--- src/rtl/serial_add_pkg.sv ---
// Shared definitions for the bit-serial adder controller: FSM encoding and
// parameter range helper.
package serial_add_pkg;

  typedef enum logic [1:0] {
    ST_IDLE = 2'd0,
    ST_RUN  = 2'd1,
    ST_DONE = 2'd2
  } state_e;

  localparam int WIDTH_MIN = 1;
  localparam int WIDTH_MAX = 32;

  function automatic bit width_ok(input int w);
    return (w >= WIDTH_MIN) && (w <= WIDTH_MAX);
  endfunction

endpackage

--- src/rtl/full_adder_unit.sv ---
// One-bit combinational full adder; the only arithmetic element of the
// serial adder, reused once per bit position over successive cycles.
module full_adder_unit (
  input  logic Ain,
  input  logic Bin,
  input  logic Cin,
  output logic S,
  output logic Cout
);

  assign S    = Ain ^ Bin ^ Cin;
  assign Cout = (Ain & Bin) | (Ain & Cin) | (Bin & Cin);

endmodule

--- src/rtl/serial_add_ctrl.sv ---
// Bit-serial adder: latches a/b/cin on start, adds one bit per clock LSB
// first through a carry flop, and publishes {cout,sum} with a done pulse.
module serial_add_ctrl
  import serial_add_pkg::*;
#(
  parameter  int WIDTH = 8,
  localparam int CNT_W = $clog2(WIDTH + 1)
) (
  input  logic             clk,
  input  logic             rst_n,
  input  logic             start,
  input  logic [WIDTH-1:0] a,
  input  logic [WIDTH-1:0] b,
  input  logic             cin,
  output logic             busy,
  output logic             done,
  output logic [WIDTH-1:0] sum,
  output logic             cout
);

  if (!width_ok(WIDTH)) begin : g_bad_width
    $error("serial_add_ctrl: WIDTH out of range 1..32");
  end

  localparam logic [CNT_W-1:0] CNT_LAST = CNT_W'(WIDTH - 1);

  state_e             state_q, state_d;
  logic [WIDTH-1:0]   sh_a_q, sh_a_d;
  logic [WIDTH-1:0]   sh_b_q, sh_b_d;
  logic [WIDTH-1:0]   sh_s_q, sh_s_d;
  logic               carry_q, carry_d;
  logic [CNT_W-1:0]   cnt_q, cnt_d;
  logic [WIDTH-1:0]   sum_q, sum_d;
  logic               cout_q, cout_d;
  logic               done_q, done_d;

  logic               fa_s;
  logic               fa_cout;
  logic [WIDTH-1:0]   sh_s_next;

  full_adder_unit u_fa (
    .Ain  (sh_a_q[0]),
    .Bin  (sh_b_q[0]),
    .Cin  (carry_q),
    .S    (fa_s),
    .Cout (fa_cout)
  );

  // New sum bit enters at the MSB so after WIDTH shifts bit 0 lands at the LSB.
  assign sh_s_next = (sh_s_q >> 1) | (WIDTH'(fa_s) << (WIDTH - 1));

  always_comb begin
    // NOTE: every signal gets a default before the case so no path leaves it
    // unassigned; otherwise synthesis infers a latch to hold the old value.
    state_d = state_q;
    sh_a_d  = sh_a_q;
    sh_b_d  = sh_b_q;
    sh_s_d  = sh_s_q;
    carry_d = carry_q;
    cnt_d   = cnt_q;
    sum_d   = sum_q;
    cout_d  = cout_q;
    done_d  = 1'b0;

    case (state_q)
      ST_IDLE, ST_DONE: begin
        if (start) begin
          sh_a_d  = a;
          sh_b_d  = b;
          carry_d = cin;
          cnt_d   = '0;
          state_d = ST_RUN;
        end else begin
          state_d = ST_IDLE;
        end
      end
      ST_RUN: begin
        sh_a_d  = sh_a_q >> 1;
        sh_b_d  = sh_b_q >> 1;
        sh_s_d  = sh_s_next;
        carry_d = fa_cout;
        cnt_d   = cnt_q + CNT_W'(1);
        if (cnt_q == CNT_LAST) begin
          sum_d   = sh_s_next;
          cout_d  = fa_cout;
          done_d  = 1'b1;
          state_d = ST_DONE;
        end
      end
      default: state_d = ST_IDLE;
    endcase
  end

  // NOTE: state flops use non-blocking assignment so every flop samples the
  // pre-edge values, independent of statement order.
  always_ff @(posedge clk or negedge rst_n) begin
    if (!rst_n) begin
      state_q <= ST_IDLE;
      sh_a_q  <= '0;
      sh_b_q  <= '0;
      sh_s_q  <= '0;
      carry_q <= 1'b0;
      cnt_q   <= '0;
      sum_q   <= '0;
      cout_q  <= 1'b0;
      done_q  <= 1'b0;
    end else begin
      state_q <= state_d;
      sh_a_q  <= sh_a_d;
      sh_b_q  <= sh_b_d;
      sh_s_q  <= sh_s_d;
      carry_q <= carry_d;
      cnt_q   <= cnt_d;
      sum_q   <= sum_d;
      cout_q  <= cout_d;
      done_q  <= done_d;
    end
  end

  assign busy = (state_q == ST_RUN);
  assign done = done_q;
  assign sum  = sum_q;
  assign cout = cout_q;

endmodule

--- config.mk ---
export PLATFORM = sky130hd
export DESIGN_NAME = serial_add_ctrl
export DESIGN_NICKNAME = d
export VERILOG_FILES = /design/src/rtl/serial_add_pkg.sv /design/src/rtl/full_adder_unit.sv /design/src/rtl/serial_add_ctrl.sv
export SDC_FILE = /design/constraint.sdc
export NUM_CORES = 1
export LEC_CHECK = 0
export CAP_MARGIN = 20
export CORE_ASPECT_RATIO = 1.2
export CORE_MARGIN = 4
export CORE_UTILIZATION = 45
export DETAILED_ROUTE_END_ITERATION = 7
export PLACE_DENSITY_LB_ADDON = 0.05
export SYNTH_ARGS = -nofsm -noshare
export SYNTH_HDL_FRONTEND = slang
export SYNTH_SLANG_ARGS = --single-unit
--- constraint.sdc ---
create_clock -name clk -period 1.45 [get_ports clk]
set_input_delay 0.3625 -clock clk [delete_from_list [all_inputs] [get_ports clk]]
set_output_delay 0.3625 -clock clk [all_outputs]
set_load 0.05 [all_outputs]
### Word level (Yosys, flattened, before mapping)

Cells that the tools add are included.

| storage, ports and cells | value |
|---|---|
| output and inout port bits | 11 |
| word-level logic and storage cells | 41 |
| bits in registers | 41 |
| input port bits | 20 |

| cells by class | value |
|---|---|
| reduce and logical (&&, ||, !) cells | 5 |
| equality and inequality tests | 5 |
| muxes and demuxes | 13 |
| bitwise logic cells | 8 |
| add/sub/neg operators | 1 |

Operator list:

| kind | count |
|---|---|
| case mux 8 bit (2 select lines) | 2 |
| 2-to-1 mux 8 bit | 2 |
| OR 7 x 8 -> 8 bit | 1 |
| case mux 4 bit (2 select lines) | 1 |
| adder 4 x 1 -> 4 bit, second input constant | 1 |
| equality test 4 x 3 -> 1 bit, second input constant | 1 |
| 2-to-1 mux 1 bit | 4 |
| 2-to-1 mux 4 bit | 1 |
| case mux 2 bit (2 select lines) | 1 |
| AND reduction 2 bit | 2 |
| AND 1 bit | 3 |
| equality test 2 x 1 -> 1 bit, second input constant | 1 |
| equality test 2 bit, second input constant | 1 |
| logical NOT 2 bit | 1 |
| 2-to-1 mux 2 bit | 1 |
| != test 2 x 1 -> 1 bit, second input constant | 1 |
| != test 2 bit, second input constant | 1 |
| OR 1 bit | 2 |
| case mux 1 bit (2 select lines) | 1 |
| nonzero test 2 bit | 1 |
| OR reduction 2 bit | 1 |
| bitwise XOR 1 bit | 2 |

### Logic depth before layout (Yosys ltp)

Gate-level depths: netlist of the first run.

| logic depth | value |
|---|---|
| depth after elaboration | 4 |
| gate-level depth with buffers | 5 |

### Hierarchy

A second synthesis of the first run with hierarchy kept.

| second synthesis, totals | value |
|---|---|
| cell total of the unflattened synthesis | 115 |
| area, all modules | 1690.4 um2 |

By module, submodules not included:

| module | cells each | sequential area each (um2) | times used | area an instance (um2) |
|---|---|---|---|---|
| serial_add_ctrl | 114 | 1001.0 | 1 | 1670.4 |
| full_adder_unit | 1 | 0.0 | 1 | 20.0 |

### Least setup slack after synthesis of the first run

No wires, ideal clock.

| timing | value |
|---|---|
| path kind | flip-flop to flip-flop |
| start point | register state_q[1] |
| end point | register sh_s_q[4] |
| path slack | 8 ps |
| data arrival time | 1318 ps |
| buffers on the path | 2 |
| required time | 1325 ps |
| cell stages (with the launch flop) | 5 |
| path through | dfrtp_1 and2b_1 buf_6 buf_2 mux2_2 |

| between the ends | value |
|---|---|
| longest elaborated chain between the ends | 1 |

RTL lines:

| what | RTL line | text |
|---|---|---|
| start, declared | serial_add_ctrl.sv:27 | `state_e state_q, state_d;` |
| start signal, assigned | serial_add_ctrl.sv:108 | `state_q <= state_d;` |
| equality test 2 x 1 -> 1 bit | -- |  |
| net busy | serial_add_ctrl.sv:15 | `output logic busy,` |
| end signal, assigned | serial_add_ctrl.sv:111 | `sh_s_q <= sh_s_d;` |
| end, declared | serial_add_ctrl.sv:30 | `logic [WIDTH-1:0] sh_s_q, sh_s_d;` |

The timed path passes the listed nets, and every way through them passes these cells.
A chain may end at the register's enable or synchronous reset.

### Final worst setup path of the first run

| timing | value |
|---|---|
| start point | register state_q[0] |
| end point | output port busy |

| between the ends | value |
|---|---|
| longest elaborated chain between the ends | 1 |

RTL lines:

| what | RTL line | text |
|---|---|---|
| equality test 2 x 1 -> 1 bit | serial_add_ctrl.sv:120 | `assign busy = (state_q == ST_RUN);` |
| end, declared | serial_add_ctrl.sv:15 |  |

No other way between the ends.

==> results_dict.tcl, run 1 <==
set metrics [dict create \
    status "finished with violations" \
    failed_checks "negative setup slack" \
    grt_overflow 0 \
    die_w_um 64.0 \
    crit_required_ns 1.09 \
    synthXorXnorAreaFrac_pct 0 \
    yosysTopAreaCellShare_pct 59.2 \
    reg2reg_depth 6 \
    dieArea_um2 4810 \
    track_usage_pct 15.1 \
    io_pins 31 \
    whs_ns 0.0389 \
    yosysTopAreaCell "dfrtp_1" \
    die_h_um 75.1 \
    wirelength_mm 3.13 \
    n_antenna_cell 0 \
    routedWlPerCell_um 14.6 \
    fp.coreArea_um2 3630 \
    synth_common_cells "40 x dfrtp_1, 19 x a22o_1, 15 x a21o_1" \
    grt_pass1_vias 1241 \
    finalWorstSetupSlack_ns -0.0764 \
    grt_max_degree 41 \
    drv_cap 0 \
    initial_core_util_pct 46.5 \
    relSlewSlack_pct 87.4 \
    synthCells 115 \
    pwr-share-seq_pct 34.2 \
    comb_power_share_pct 53.4 \
    max_freq_ghz 0.655 \
    finish.instance_area_um2 2450 \
    hold_viol 0 \
    synthMostInstantiatedCell "dfrtp_1" \
    fp-row-count 24 \
    reg2reg_from "state_q[0]" \
    drc 0 \
    antenna_found_initial 0 \
    drive_above_1_share_pct 36.2 \
    synth_fa_ha_area_share_pct 1.92 \
    ys_ff_latch 40 \
    muxShareOfSynthArea_pct 14.5 \
    crit_path_end_kind "output port" \
    cts_tree "built" \
    clockRootBuffer "clkbuf_8" \
    seq_area_frac_synth_pct 59.2 \
    synth_area_per_cell_um2 14.7 \
    worst-slew-pin-transition_ns 0.183 \
    drt_iter0_drc 50 \
    ant_nets 0 \
    place_ws_ns -0.316 \
    start_kind "register" \
    ir_drop_v 0.00112 \
    ys_warn_count 0 \
    synthTopCellsByArea "dfrtp_1 59%, a22o_1 9.8%, mux2_4 8.0%" \
    ctsHoldBuffers 0 \
    netSwitchingPower_w 0.00204 \
    ys_types 19 \
    rsz0062_at_grt "true" \
    p_leak_nw 1.20 \
    skew_ns 0.00380 \
    critPathKind "reg2out" \
    swShare_pct 34.5 \
    io_buffers 30 \
    ys.flop_type "dfrtp_1" \
    async_flop_share_pct 100 \
    area_growth_syn_to_layout_pct 44.9 \
    place_congestion 0.734 \
    clk_pin_slew_ns 0.07 \
    numCtsBuffers 5 \
    synth-compound-area-share_pct 16.8 \
    period_minus_slack_ns 1.53 \
    slew_violations 0 \
    fin_nets 184 \
    syn_nets 137 \
    power.total_w 0.00592 \
    r2r_slack_ns -0.01 \
    period_share_pct 105 \
    min-delay-path-class "in2async" \
    p_int_w 0.00388 \
    synth_top_family_by_area "compound AO/OA/AOI/OAI gates" \
    syn-cell-area_um2 1690 \
    synth_edf_count 0 \
    grt_pass1_wl_mm 5.58 \
    synthSimpleGateAreaFrac_pct 4.44 \
    r2r-end "sh_a_q[2]" \
    crit_start "state_q[0]" \
    clockBufferDepth 2 \
    worstPathMaxFanout 3 \
    vias_per_cell 5.03 \
    dpl-instance-area_um2 2210 \
    cts_max_level 2 \
    clkSinkCount 40 \
    setup-violations-final 8 \
    power_density_nw_per_um2 2420 \
    firstDrtPassIters 4 \
    vias 1082 \
    place.detailed.hpwl_mm 2.11 \
    clk_latency_ns 0.28 \
    endpoint "busy" \
    crit_arrival_ns 1.16 \
    clkPwrFrac_pct 12.4 \
]
cell usage in the layout, fill, tap and decap left out, drive strengths merged:
cell / netlist / final
dfrtp: 40 / 40
nor3b: 2 / 2
nand2: 3 / 3
mux2: 17 / 17
ha: 1 / 1
nor2: 1 / 1
a21o: 15 / 15
nand2b: 1 / 1
o21ai: 1 / 1
mux2i: 2 / 2
nor2b: 2 / 2
a22o: 19 / 19
clkbuf: 0 / 8
nand4: 1 / 1
buf: 8 / 30
and2b: 1 / 1
fa: 1 / 1
clkdlybuf4s50: 0 / 18
layer usage:
| layer | vias to the layer above | track usage (%) | part of all wire, % |
|---|---|---|---|
| met2 | 25 | 26.5 | 54 |
| met4 | 0 | 7.19 | 1.2 |
| met5 | - | 0 | 0 |
| met1 | 541 | 18.1 | 41 |
| met3 | 5 | 2.69 | 3.9 |
| li1 | 511 | - | - |
power by group through the flow:
stage	Clock (W)	Combinational [W]	Sequential (W)
global placement	0	0.00270	0.00201
detailed placement	0	0.00276	0.00204
finish	0.000734	0.00316	0.00202
global route	0.000817	0.00338	0.00209
floorplan	0	0.00141	0.00231
CTS	0.000763	0.00324	0.00202
registers in the layout (all words and copies together) (netlist names):
signal / cells
sh_a_q: 8
sh_b_q: 8
sum: 8
sh_s_q: 7
cnt_q: 4
state_q: 2
carry_q: 1
cout: 1
done: 1
layout make-up:
type	instances	area, um^2
Clock buffer	8	90.1
Fill cell	284	1180
Multi-Input combinational cell	67	662
Sequential cell	40	1000
Tap cell	52	65.1
Timing Repair Buffer	48	631
metrics by stage:
| step | instances | TNS (ns) | utilization (%) |
|---|---|---|---|
| finish | 215 | -0.106 | 67.4 |
| global route | 215 | -1.32 | 67.4 |
| CTS | 214 | -0.898 | 67.3 |
| detailed placement | 198 | -5.47 | 60.9 |
| global placement | 198 | -4.68 | 60.9 |
| floorplan | 115 | 0 | - |
logic make-up after synthesis:
logic type	after synthesis
buffers and inverters	8
muxes	19
adders and majority gates	2
AOI/OAI and AO/OA	35
DFF	40
and+or+nand+nor	11
worst max-delay path, stage by stage (launching register included):
cell and delay (ns):
dfrtp_1 0.38, and2b_2 0.23, buf_12 0.14, buf_12 0.14
repair_timing:
item	CTS	global route
cloned	1	0
gates resized for setup	9	5
buffers inserted	7	2
endpoints found under the setup margin	14	27
pin swaps	11	2
how the worst min path moves through the flow:
stage	to	slack [ns]	depth (start not counted)
after floorplan	carry_q	0.07	0
after global placement	sum[4]	0.35	2
after detailed placement	done	0.35	2
after CTS	done	0.04	2
after global routing	done	0.05	2
final	done	0.04	2
(Power assumes the default switching activity.)
==> run 2: changes to the inputs <==
==> constraint.sdc (replaced) <==
create_clock -name clk -period 1.45 [get_ports clk]
set_input_delay 0.3625 -clock clk [delete_from_list [all_inputs] [get_ports clk]]
set_output_delay 0.3625 -clock clk [all_outputs]
set_load 0.1 [all_outputs]
==> results_dict.tcl, run 2 (synthesis gave the netlist of run 1 again) <==
set metrics [dict create \
    status "finished with violations" \
    failed_checks "negative setup slack" \
    period_minus_slack_ns 1.54 \
    r2r-end "sum[7]" \
    io_buffers 30 \
    comb_power_share_pct 54.4 \
    rsz0062_at_grt "true" \
    grt_overflow 0 \
    final_common_cell "dfrtp_1" \
    clockBufferDepth 2 \
    place_ws_ns -0.276 \
    reg2reg_depth 5 \
    place_congestion 0.718 \
    p_int_w 0.00384 \
    fp-row-count 24 \
    slew_violations 0 \
    dieArea_um2 4810 \
    cts_tree "built" \
    drive_above_1_share_pct 35.0 \
    wirelength_mm 3.11 \
    drv_cap 0 \
    period_share_pct 106 \
    fin_nets 181 \
    netSwitchingPower_w 0.00252 \
    vias 1110 \
    clk_pin_slew_ns 0.08 \
    clkPwrFrac_pct 13.9 \
    cp_slowest_cell "dfrtp_1" \
    power_density_nw_per_um2 2660 \
    grt_pass1_wl_mm 5.30 \
    ant_nets 0 \
    grt_pass1_vias 1162 \
    skew_ns 0.00788 \
    placed_cells 200 \
    ir_drop_v 0.00123 \
    worst-slew-pin-transition_ns 0.228 \
    final_cell_mix "40 x dfrtp_1, 19 x a22o_1, 18 x clkdlybuf4s50_1, 15 x a21o_1, 15 x buf_12" \
    reg2reg_from "cnt_q[0]" \
    hold_viol 0 \
    min-delay-path-class "in2async" \
    multi_input_area_um2 643 \
    routedWlPerCell_um 14.7 \
    initial_core_util_pct 46.5 \
    final_cells 212 \
    crit_required_ns 1.09 \
    clk_latency_ns 0.29 \
    firstDrtPassIters 4 \
    track_usage_pct 14.6 \
    clkSinkCount 40 \
    crit_path_end_kind "output port" \
    relSlewSlack_pct 84.8 \
    final.setup.tns_ns -0.120 \
    drc 0 \
    n_antenna_cell 0 \
    swShare_pct 39.6 \
    finalWorstSetupSlack_ns -0.0936 \
    cp_slowest_stage_delay_ns 0.37 \
    die_w_um 64.0 \
    crit_chain "and2b_2 -> buf_6 -> buf_12" \
    drt_iter0_drc 44 \
    p_leak_nw 1.17 \
    io_pins 31 \
    setup-violations-final 8 \
    ctsHoldBuffers 0 \
    max_freq_ghz 0.648 \
    vias_per_cell 5.24 \
    cts_max_level 2 \
    start_kind "register" \
    numCtsBuffers 5 \
    critPathKind "reg2out" \
    area_growth_syn_to_layout_pct 41.3 \
    final-seq-area_um2 1000 \
    clockRootBuffer "clkbuf_8" \
    pwr-share-seq_pct 31.7 \
    place.detailed.hpwl_mm 2.12 \
    fp.coreArea_um2 3630 \
    die_h_um 75.1 \
    grt_max_degree 41 \
    nFillCells 275 \
    antenna_found_initial 0 \
    worstPathMaxFanout 4 \
    crit_arrival_ns 1.18 \
    r2r_slack_ns -0.01 \
]
## run 2: metrics by stage
| step | power (W) | utilization (%) | cell area, um^2 | hold WS [ns] |
|---|---|---|---|---|
| floorplan | 0.00424 | - | 1690 | 0.0669 |
| global placement | 0.00527 | 61.3 | 2230 | 0.344 |
| detailed placement | 0.00536 | 61.3 | 2230 | 0.349 |
| CTS | 0.00640 | 65.6 | 2380 | 0.0386 |
| global route | 0.00672 | 65.7 | 2390 | 0.0394 |
| finish | 0.00636 | 65.7 | 2390 | 0.0326 |
## run 2: worst max-delay path, delay by kind of cell (launching register included)
family	cells	cell delay (ns)
buffers and inverters	2	0.27
DFF	1	0.37
and+or+nand+nor	1	0.24
## run 2: worst max-delay path by stage
stage | startpoint | endpoint | cells past startpoint
6_report | state_q[1] | busy | 3
5_1_grt | state_q[0] | busy | 3
4_1_cts | state_q[1] | busy | 3
3_5_place_dp | start | cnt_q[0] | 5
3_3_place_gp | start | cnt_q[0] | 5
2_1_floorplan | state_q[1] | sh_s_q[4] | 4
## run 2: area by class of cell
class	count	share of cell area (%)
well taps	52	2.72
repair buffers	45	23.9
clock buffers	6	3.04
clock inverters	2	1.47
multi-input cells	67	26.9
flip-flops and latches	40	41.9
## run 2: timing repair
action                                  in CTS  in global routing
endpoints found under the hold margin        0                  0
endpoints found under the setup margin      11                 10
gates resized for setup                      2                  2
pin swaps                                    2                  0
buffers inserted                             4                  0
## run 2: metal layers
metal  routed length [um]  track usage (%)  up-vias
li1                     -                -      506
met1                 1270             16.6      559
met2                 1590             24.9       35
met3                  169             4.33       10
met4                   74             7.91        0
met5                    0                0        -
## run 2: power groups by stage
| stage | sequential [W] | clock [W] | combinational, W |
|---|---|---|---|
| 2_1_floorplan | 0.00276 | 0 | 0.00149 |
| 3_3_place_gp | 0.00201 | 0 | 0.00326 |
| 3_5_place_dp | 0.00204 | 0 | 0.00332 |
| 4_1_cts | 0.00202 | 0.000907 | 0.00348 |
| 5_1_grt | 0.00208 | 0.000967 | 0.00366 |
| 6_report | 0.00202 | 0.000885 | 0.00346 |
==> run 3: changes to the inputs <==
--- a/config.mk
+++ b/config.mk
@@ -6,7 +6,6 @@
 export NUM_CORES = 1
 export LEC_CHECK = 0
 export CAP_MARGIN = 20
-export CORE_ASPECT_RATIO = 1.2
 export CORE_MARGIN = 4
 export CORE_UTILIZATION = 45
 export DETAILED_ROUTE_END_ITERATION = 7
==> results_dict.tcl, run 3 (synthesis gave the netlist of run 1 again) <==
set metrics [dict create \
    fp-row-count 22 \
    clockBufferDepth 2 \
    io_buffers 30 \
    vias 1073 \
    vias_per_cell 5.18 \
    area_growth_syn_to_layout_pct 42.9 \
    period_minus_slack_ns 1.52 \
    worst-slew-pin-transition_ns 0.218 \
    grt_overflow 0 \
    relSlewSlack_pct 85.4 \
    power_density_nw_per_um2 2700 \
    p_leak_nw 1.18 \
    final_util_pct 66.5 \
    finish.instance_area_um2 2420 \
    skew_ns 0.00564 \
    final.setup.tns_ns -0.109 \
    min-delay-path-class "in2async" \
    grt_max_degree 41 \
    die_w_um 69.3 \
    crit_path_end_kind "output port" \
    drc 0 \
    ant_nets 0 \
    fp.coreArea_um2 3630 \
    max_freq_ghz 0.660 \
    status "finished with violations" \
    crit_required_ns 1.09 \
    finalWorstSetupSlack_ns -0.0652 \
    r2r_slack_ns -0.01 \
    drive_above_1_share_pct 35.2 \
    numCtsBuffers 5 \
    clk_pin_slew_ns 0.07 \
    period_share_pct 104 \
    antenna_found_initial 0 \
    cts_max_level 2 \
    cts_tree "built" \
    highest-signal-layer "met4" \
    grt_pass1_vias 1222 \
    worstPathMaxFanout 3 \
    grt_pass1_wl_mm 5.71 \
    firstDrtPassIters 4 \
    place_ws_ns -0.308 \
    slew_violations 0 \
    clk_latency_ns 0.29 \
    crit_arrival_ns 1.15 \
    fin_nets 180 \
    route.met3.wl_um 135 \
    track_usage_pct 15.0 \
    critPathKind "reg2out" \
    io_pins 31 \
    drt_iter0_drc 43 \
    final_common_cell "dfrtp_1" \
    initial_core_util_pct 46.5 \
    dieArea_um2 4800 \
    drv_cap 0 \
    clkSinkCount 40 \
    die_h_um 69.3 \
    setup-violations-final 8 \
    failed_checks "negative setup slack" \
    start_kind "register" \
    clockRootBuffer "clkbuf_8" \
    dpl-instance-area_um2 2240 \
    ir_drop_v 0.00131 \
    final_cell_mix "40 x dfrtp_1, 19 x a22o_1, 18 x clkdlybuf4s50_1, 16 x buf_12, 15 x a21o_1" \
    wl_met2_mm 1.50 \
    place_congestion 0.681 \
    rsz0062_at_grt "true" \
    n_antenna_cell 0 \
    routedWlPerCell_um 14.8 \
    wirelength_mm 3.06 \
    met1Wirelength_mm 1.39 \
    hold_viol 0 \
]
==> run 3: routing by layer <==
layer	vias to the layer above	GRT usage, %
met4	0	5.86
met3	4	5.65
met5	-	0
met2	23	24.0
met1	540	18.2
li1	506	-
==> run 3: layout make-up <==
type | count | area [um^2]
repair buffers | 44 | 581
flip-flops and latches | 40 | 1000
clock inverters | 1 | 30.0
multi-input cells | 67 | 648
well taps | 48 | 60.1
fillers | 281 | 1220
clock buffers | 7 | 96.3
==> run 3: worst paths after layout <==
kind | end | cells after the start | startpoint
max | busy | 3 | state_q[0]
min | sum[6] | 2 | rst_n
max reg2reg | sh_b_q[5] | 6 | state_q[0]
min reg2reg | sh_b_q[1] | 1 | sh_b_q[1]
max in group asynchronous | cnt_q[3] | 2 | rst_n
min in group clk | sh_b_q[1] | 1 | sh_b_q[1]
==> run 3: repair_timing <==
action,CTS,global route
hold endpoints to repair,0,0
resized for setup,3,3
setup endpoints to repair,11,36
pin swaps,9,0
hold buffers,0,0
buffers inserted,2,1
==> run 3: worst max-delay path: stages, from the launching register on <==
cell	delay, ns
dfrtp_1	0.39
and2b_1	0.19
buf_6	0.13
buf_12	0.15
==> run 3: metrics by stage <==
stage	hold slack (ns)	total power, W	std cells
CTS	0.0351	0.00650	206
finish	0.0339	0.00651	207
floorplan	0.0669	0.00424	115
global route	0.0323	0.00691	207
detailed placement	0.351	0.00541	196
global placement	0.348	0.00532	196
==> run 3: report_power, final <==
part / leakage [nW] / switching [W] / internal, W
sequential: 0.502 / 0.000386 / 0.00163
clock: 0.0645 / 0.000378 / 0.000607
combinational: 0.615 / 0.00176 / 0.00175
total: 1.18 / 0.00253 / 0.00399
